<file path="src/rtl/usr_sequencer.sv">
// Command sequencer for an external universal shift register (USR):
// optional parallel load, N shift cycles, then capture of the USR output.
// Ports:
//   clk, rst                       clock and synchronous active-high reset
//   cmd_valid/ready                command handshake
//   cmd_load/dir/count/data        command fields (latched on acceptance)
//   usr_select, usr_d_in, usr_q    USR control, load data and feedback
//   busy, done, result             status, completion pulse, captured value
module usr_sequencer #(
  parameter int WIDTH = 8,
  parameter int CNT_W = 4
) (
  input  logic             clk,
  input  logic             rst,
  input  logic             cmd_valid,
  output logic             cmd_ready,
  input  logic             cmd_load,
  input  logic             cmd_dir,
  input  logic [CNT_W-1:0] cmd_count,
  input  logic [WIDTH-1:0] cmd_data,
  output logic [1:0]       usr_select,
  output logic [WIDTH-1:0] usr_d_in,
  input  logic [WIDTH-1:0] usr_q,
  output logic             busy,
  output logic             done,
  output logic [WIDTH-1:0] result
);

  typedef enum logic [1:0] {
    IDLE,
    LOAD,
    SHIFT,
    CAPTURE
  } state_t;

  localparam logic [1:0] SEL_HOLD = 2'b00;
  localparam logic [1:0] SEL_SHR  = 2'b01;
  localparam logic [1:0] SEL_SHL  = 2'b10;
  localparam logic [1:0] SEL_LOAD = 2'b11;

  state_t           state_q, state_d;
  logic [1:0]       sel_q, sel_d;
  logic [CNT_W-1:0] cnt_q, cnt_d;
  logic             load_q, load_d;
  logic             dir_q, dir_d;
  logic [WIDTH-1:0] data_q, data_d;
  logic             done_q, done_d;
  logic [WIDTH-1:0] result_q, result_d;

  always_comb begin
    state_d  = state_q;
    cnt_d    = cnt_q;
    load_d   = load_q;
    dir_d    = dir_q;
    data_d   = data_q;
    result_d = result_q;
    done_d   = 1'b0;

    unique case (state_q)
      IDLE: begin
        if (cmd_valid) begin
          load_d = cmd_load;
          dir_d  = cmd_dir;
          cnt_d  = cmd_count;
          data_d = cmd_data;
          if (cmd_load) begin
            state_d = LOAD;
          end else if (cmd_count != '0) begin
            state_d = SHIFT;
          end else begin
            state_d = CAPTURE;
          end
        end
      end
      LOAD: begin
        if (cnt_q != '0) begin
          state_d = SHIFT;
        end else begin
          state_d = CAPTURE;
        end
      end
      SHIFT: begin
        // Counter holds the shifts still owed including this cycle.
        cnt_d = cnt_q - CNT_W'(1);
        if (cnt_q <= CNT_W'(1)) begin
          state_d = CAPTURE;
        end
      end
      CAPTURE: begin
        result_d = usr_q;
        done_d   = 1'b1;
        state_d  = IDLE;
      end
      default: state_d = IDLE;
    endcase

    // Select is registered alongside the state it belongs to, so it
    // never sees cmd_* combinationally.
    unique case (state_d)
      LOAD:    sel_d = SEL_LOAD;
      SHIFT:   sel_d = dir_d ? SEL_SHL : SEL_SHR;
      default: sel_d = SEL_HOLD;
    endcase
  end

  always_ff @(posedge clk) begin
    if (rst) begin
      state_q  <= IDLE;
      sel_q    <= SEL_HOLD;
      cnt_q    <= '0;
      load_q   <= 1'b0;
      dir_q    <= 1'b0;
      data_q   <= '0;
      done_q   <= 1'b0;
      result_q <= '0;
    end else begin
      state_q  <= state_d;
      sel_q    <= sel_d;
      cnt_q    <= cnt_d;
      load_q   <= load_d;
      dir_q    <= dir_d;
      data_q   <= data_d;
      done_q   <= done_d;
      result_q <= result_d;
    end
  end

  assign cmd_ready  = (state_q == IDLE);
  assign busy       = (state_q != IDLE);
  assign usr_select = sel_q;
  assign usr_d_in   = data_q;
  assign done       = done_q;
  assign result     = result_q;

  logic unused_load;
  assign unused_load = load_q;

endmodule
</file>
<file path="config.mk">
export PLATFORM = sky130hd
export DESIGN_NAME = usr_sequencer
export DESIGN_NICKNAME = d
export VERILOG_FILES = /design/src/rtl/usr_sequencer.sv
export SDC_FILE = /design/constraint.sdc
export NUM_CORES = 1
export LEC_CHECK = 0
export ABC_AREA = 1
export CELL_PAD_IN_SITES_DETAIL_PLACEMENT = 1
export CELL_PAD_IN_SITES_GLOBAL_PLACEMENT = 2
export CORE_ASPECT_RATIO = 1.1
export CORE_MARGIN = 4
export CORE_UTILIZATION = 25
export CTS_BUF_LIST = sky130_fd_sc_hd__clkbuf_2 sky130_fd_sc_hd__clkbuf_4 sky130_fd_sc_hd__clkbuf_8
export CTS_CLUSTER_DIAMETER = 150
export DETAILED_ROUTE_END_ITERATION = 12
export PLACE_DENSITY = 0.9
export SYNTH_ARGS = -nofsm -noshare
export SYNTH_HDL_FRONTEND = slang
export SYNTH_SLANG_ARGS = --single-unit
</file>
<file path="constraint.sdc">
create_clock -name clk -period 6 [get_ports clk]
set_clock_uncertainty 0.2 [all_clocks]
set_input_delay 1.5 -clock clk [delete_from_list [all_inputs] [get_ports clk]]
set_output_delay 1.5 -clock clk [all_outputs]
set_load 0.1 [all_outputs]
</file>
# == Word level (Yosys, flattened, before mapping) ==
# Index checks and enable logic that the tools add are counted.
# totals
ff_bits,26
out_inout_bits,21
word_cells,35
# op_classes
addsub,1
magnitude_cmp,1
eq_ne,6
n_mux,13
reduce_logical,7
# ops
operator,n
2-bit two-way mux,4
2-bit one-hot mux with 4 select lines,1
4-bit one-hot mux with 2 select lines,1
4-bit nonzero test,2
2-bit equality test (second input constant),3
1-bit two-way mux,5
2-bit by 1-bit equality test with 1-bit output (second input constant),2
4-bit by 1-bit less-or-equal comparator with 1-bit output (second input constant),1
4-bit two-way mux,1
2-bit one-hot mux with 2 select lines,1
2-bit AND reduction,2
2-bit nonzero test,2
4-bit by 1-bit subtractor with 4-bit output (second input constant),1
2-bit zero test,1
2-bit inequality test (second input constant),1

# == Logic depth before layout (Yosys ltp) ==
# logic_depth
ltp_word,7
ltp_mapped,11
mapped_depth_nobuf,11

# == Worst setup path after synthesis ==
# OpenSTA, ideal clock, no wires.
# synth_timing
path_type,reg2out
from,reg state_q[0]
to,out busy
t_arrival_ns,2.003
t_required_ns,4.300
setup_slack_ns,2.297
stages_incl_launch_ff,4
cell_sequence,dfxtp_1 -> inv_1 -> ha_1 -> inv_1
# synth_via
elab_chain_len,1
# synth_lines
item,line_no,rtl
"start, declared",41,"state_t state_q, state_d;"
"start signal, assigned",117,state_q <= state_d;
2-bit nonzero test,129,assign busy = (state_q != IDLE);
"end, declared",24,"output logic busy,"
# No other way between the ends.

# == Final worst setup path ==
# Ends and elaborated chain as after synthesis.

==> results by group <==
GRT
  – Largest net degree at the start of global routing: 21
  – First-pass GRT wire length: 5170 um
  – Initial antenna violation count: 0
  – Total track usage: 11.3%
  – Number of global-route vias before repair: 1143
  – Total gr overflow: 0

Die
  – Core Region: 0.00438 sq mm
  – Die Height: 79.5 um
  – # IOs: 46
  – Rows: 25
  – Starting Density: 26.5%
  – DIE WIDTH: 73.0 um
  – Die area: 0.00580 sq mm

Placed design
  – PortBufs: 45
  – Placer Congestion: 0.769
  – HPWL after detailed placement: 2330 um
  – Post-place setup slack: 2330 ps

Pwr
  – Clock share of power: 14.0%
  – Sw Share: 51.1%
  – Reg power frac: 29.1%
  – LEAKAGE: 0.738 nW
  – Switch Pwr: 0.000400 W
  – VDD IR max: 200 uV
  – Pwr per Cell Area: 456 mW/mm^2
  – Logic pwr share: 56.9%
  – Cell-internal power: 0.000382 W

Synth
  – Gate Count Post-Synth: 157
  – #FFs+latches synth: 26
  – Syn_nets: 191
  – Warnings, synthesis: 0
  – Cell Area, Synth: 0.00116 sq mm
  – Yosys top cell area share: 44.8%
  – Syn avg cell area: 7.40 sq um
  – Area leader, netlist: dfxtp_1
  – Post-synth cell types: 19
  – Synth area leaders: dfxtp_1 45%, nor2_1 13%, o21ai_0 9.9%
  – Register area share after synthesis: 44.8%

Critical path
  – Critical Path AT: 2240 ps
  – Startpoint types: flip-flop
  – Worst Setup End Kind: output pin
  – R2r startpoint: cnt_q[0]$_SDFFE_PP0P_
  – Worst-path fanout max: 5
  – Crit Path Category: reg -> out
  – CP required: 4300 ps
  – CP startpoint: state_q[0]$_SDFF_PP0_

Drt
  – Routed Antenna Nets: 0
  – WL/cell: 11.5 um
  – DR vias/cell: 4.32
  – Via Count: 1111
  – Total Wirelength: 2960 um
  – DRT Pass-1 Iters: 4
  – DRT met1 WL: 1340 um
  – Met3 wire len: 175 um
  – Starting DRT DRC Count: 65
  – Drt drc: 0
  – Max Used Layer: met4
  – Wire length on met2: 1420 um

Clock network
  – H-tree depth: 1
  – Post_cts resized: 0
  – Longest Clk Path Bufs: 2
  – Postcts setup bufs: 0
  – CTS Root Cell: clkbuf_8
  – Clock sinks: 26
  – Clk_lat worst skew: 260 ps
  – TritonCTS Buffers: 3
  – Reg clk slew, reported paths: 80 ps
  – CTS tree: built
  – Hold-fix buffers at CTS: 0

STA
  – TNS Setup: 0 ps
  – Final WS setup: 2060 ps
  – Hold_ws: 285 ps
  – Slew headroom: 34.1%
  – Worst-margin pin slew: 986 ps
  – Final slew viol count: 0
  – Final worst path period need: 3940 ps
  – RSZ-0062 raised after global routing: no
  – Final Cycle Share: 65.7%
  – Final Hold Fails: 0
  – Fmax: 0.254 GHz
  – Final setup viols: 0

Final layout
  – Filler cells: 534
  – Layout Utilization: 39.2%
  – Nets@finish: 238
  – N_diodes: 0
  – Layout cells sized above 1: 4.43%
  – Area delta synth->final: 47.7%

Run
  – Max Cap Viol: 0

Worst hold path
  – Worst hold-check path type: reg -> reg
  – Hold Crit Start: usr_d_in[0]$_SDFFE_PP0P_

Status
  – Status: completed
## power by group through the flow
stage / clock network, W / logic [W] / registers [W]
global route: 0.000127 / 0.000480 / 0.000234
global placement: 0 / 0.000448 / 0.000231
detailed placement: 0 / 0.000450 / 0.000232
floorplan: 0 / 0.000185 / 0.000388
CTS: 0.000118 / 0.000451 / 0.000228
finish: 0.000110 / 0.000445 / 0.000227
## synthesized netlist by cell type, drive strengths merged
master / number
a21oi: 10
clkinv: 2
nand3: 4
ha: 9
buf: 2
nand4: 1
o21ai: 23
inv: 15
nand2: 20
or2: 1
dfxtp: 26
a31oi: 1
clkbuf: 1
nor2: 42
## metal layers
metal / global-route usage, % / vias up
met5: 0 / -
met4: 3.32 / 0
met3: 3.65 / 4
met2: 19.1 / 25
met1: 13.4 / 496
li1: - / 586
## path summary, 6_finish.rpt
kind                                    to  slack [ps]  depth (start not counted)
setup / recovery                      busy        2060                          4
setup reg to reg  usr_select[1]$_SDFF_PP0_        3830                         10
hold reg to reg   usr_d_in[0]$_SDFFE_PP0P_         280                          2
hold / removal    usr_d_in[0]$_SDFFE_PP0P_         280                          2
## stage by stage
step	instance area (sq um)	cells	total power, W
finish	1720	257	0.000782
detailed placement	1660	253	0.000682
floorplan	1160	157	0.000574
global route	1720	257	0.000841
CTS	1720	257	0.000798
global placement	1660	253	0.000679
## cells in the final DEF, fill, tap and decap left out
cell and instances:
a21oi_1 9, a21oi_2 1, a31oi_1 1, clkbuf_8 4
clkdlybuf4s50_1 45, clkinv_1 2, dfxtp_1 26, ha_1 9
inv_1 14, inv_2 1, nand2_1 19, nand2_2 1
nand3_1 4, nand4_1 1, nor2_1 41, nor2_2 1
o21ai_0 23, or2_2 1
## logic make-up (layout without fill, tap and decap cells)
logic type	after synthesis	in the layout	share of synthesized area, %
fa+ha+maj	9	9	9.70
flops	26	26	44.8
simple gates	68	68	23.3
buf+inv	20	66	7.11
compound gates	34	34	15.1
## flip-flops by register name (all words and copies together), names as in the netlist
signal / flops
cnt_q: 4
dir_q: 1
result: 8
usr_select: 2
state_q: 2
done: 1
usr_d_in: 8
## area by class of cell
class	instances	area (sq um)	area share, %
flip-flops and latches	26	520	30.3
inverters	17	63.8	3.72
well taps	54	67.6	3.94
repair buffers	45	450	26.3
multi-input cells	111	558	32.5
clock buffers	4	55.1	3.21
## worst max-delay path, stage by stage (launching register included)
cell and delay (ps):
dfxtp_1 360, inv_1 90, ha_1 250, inv_1 120, clkdlybuf4s50_1 1140
(Power assumes the default switching activity.)
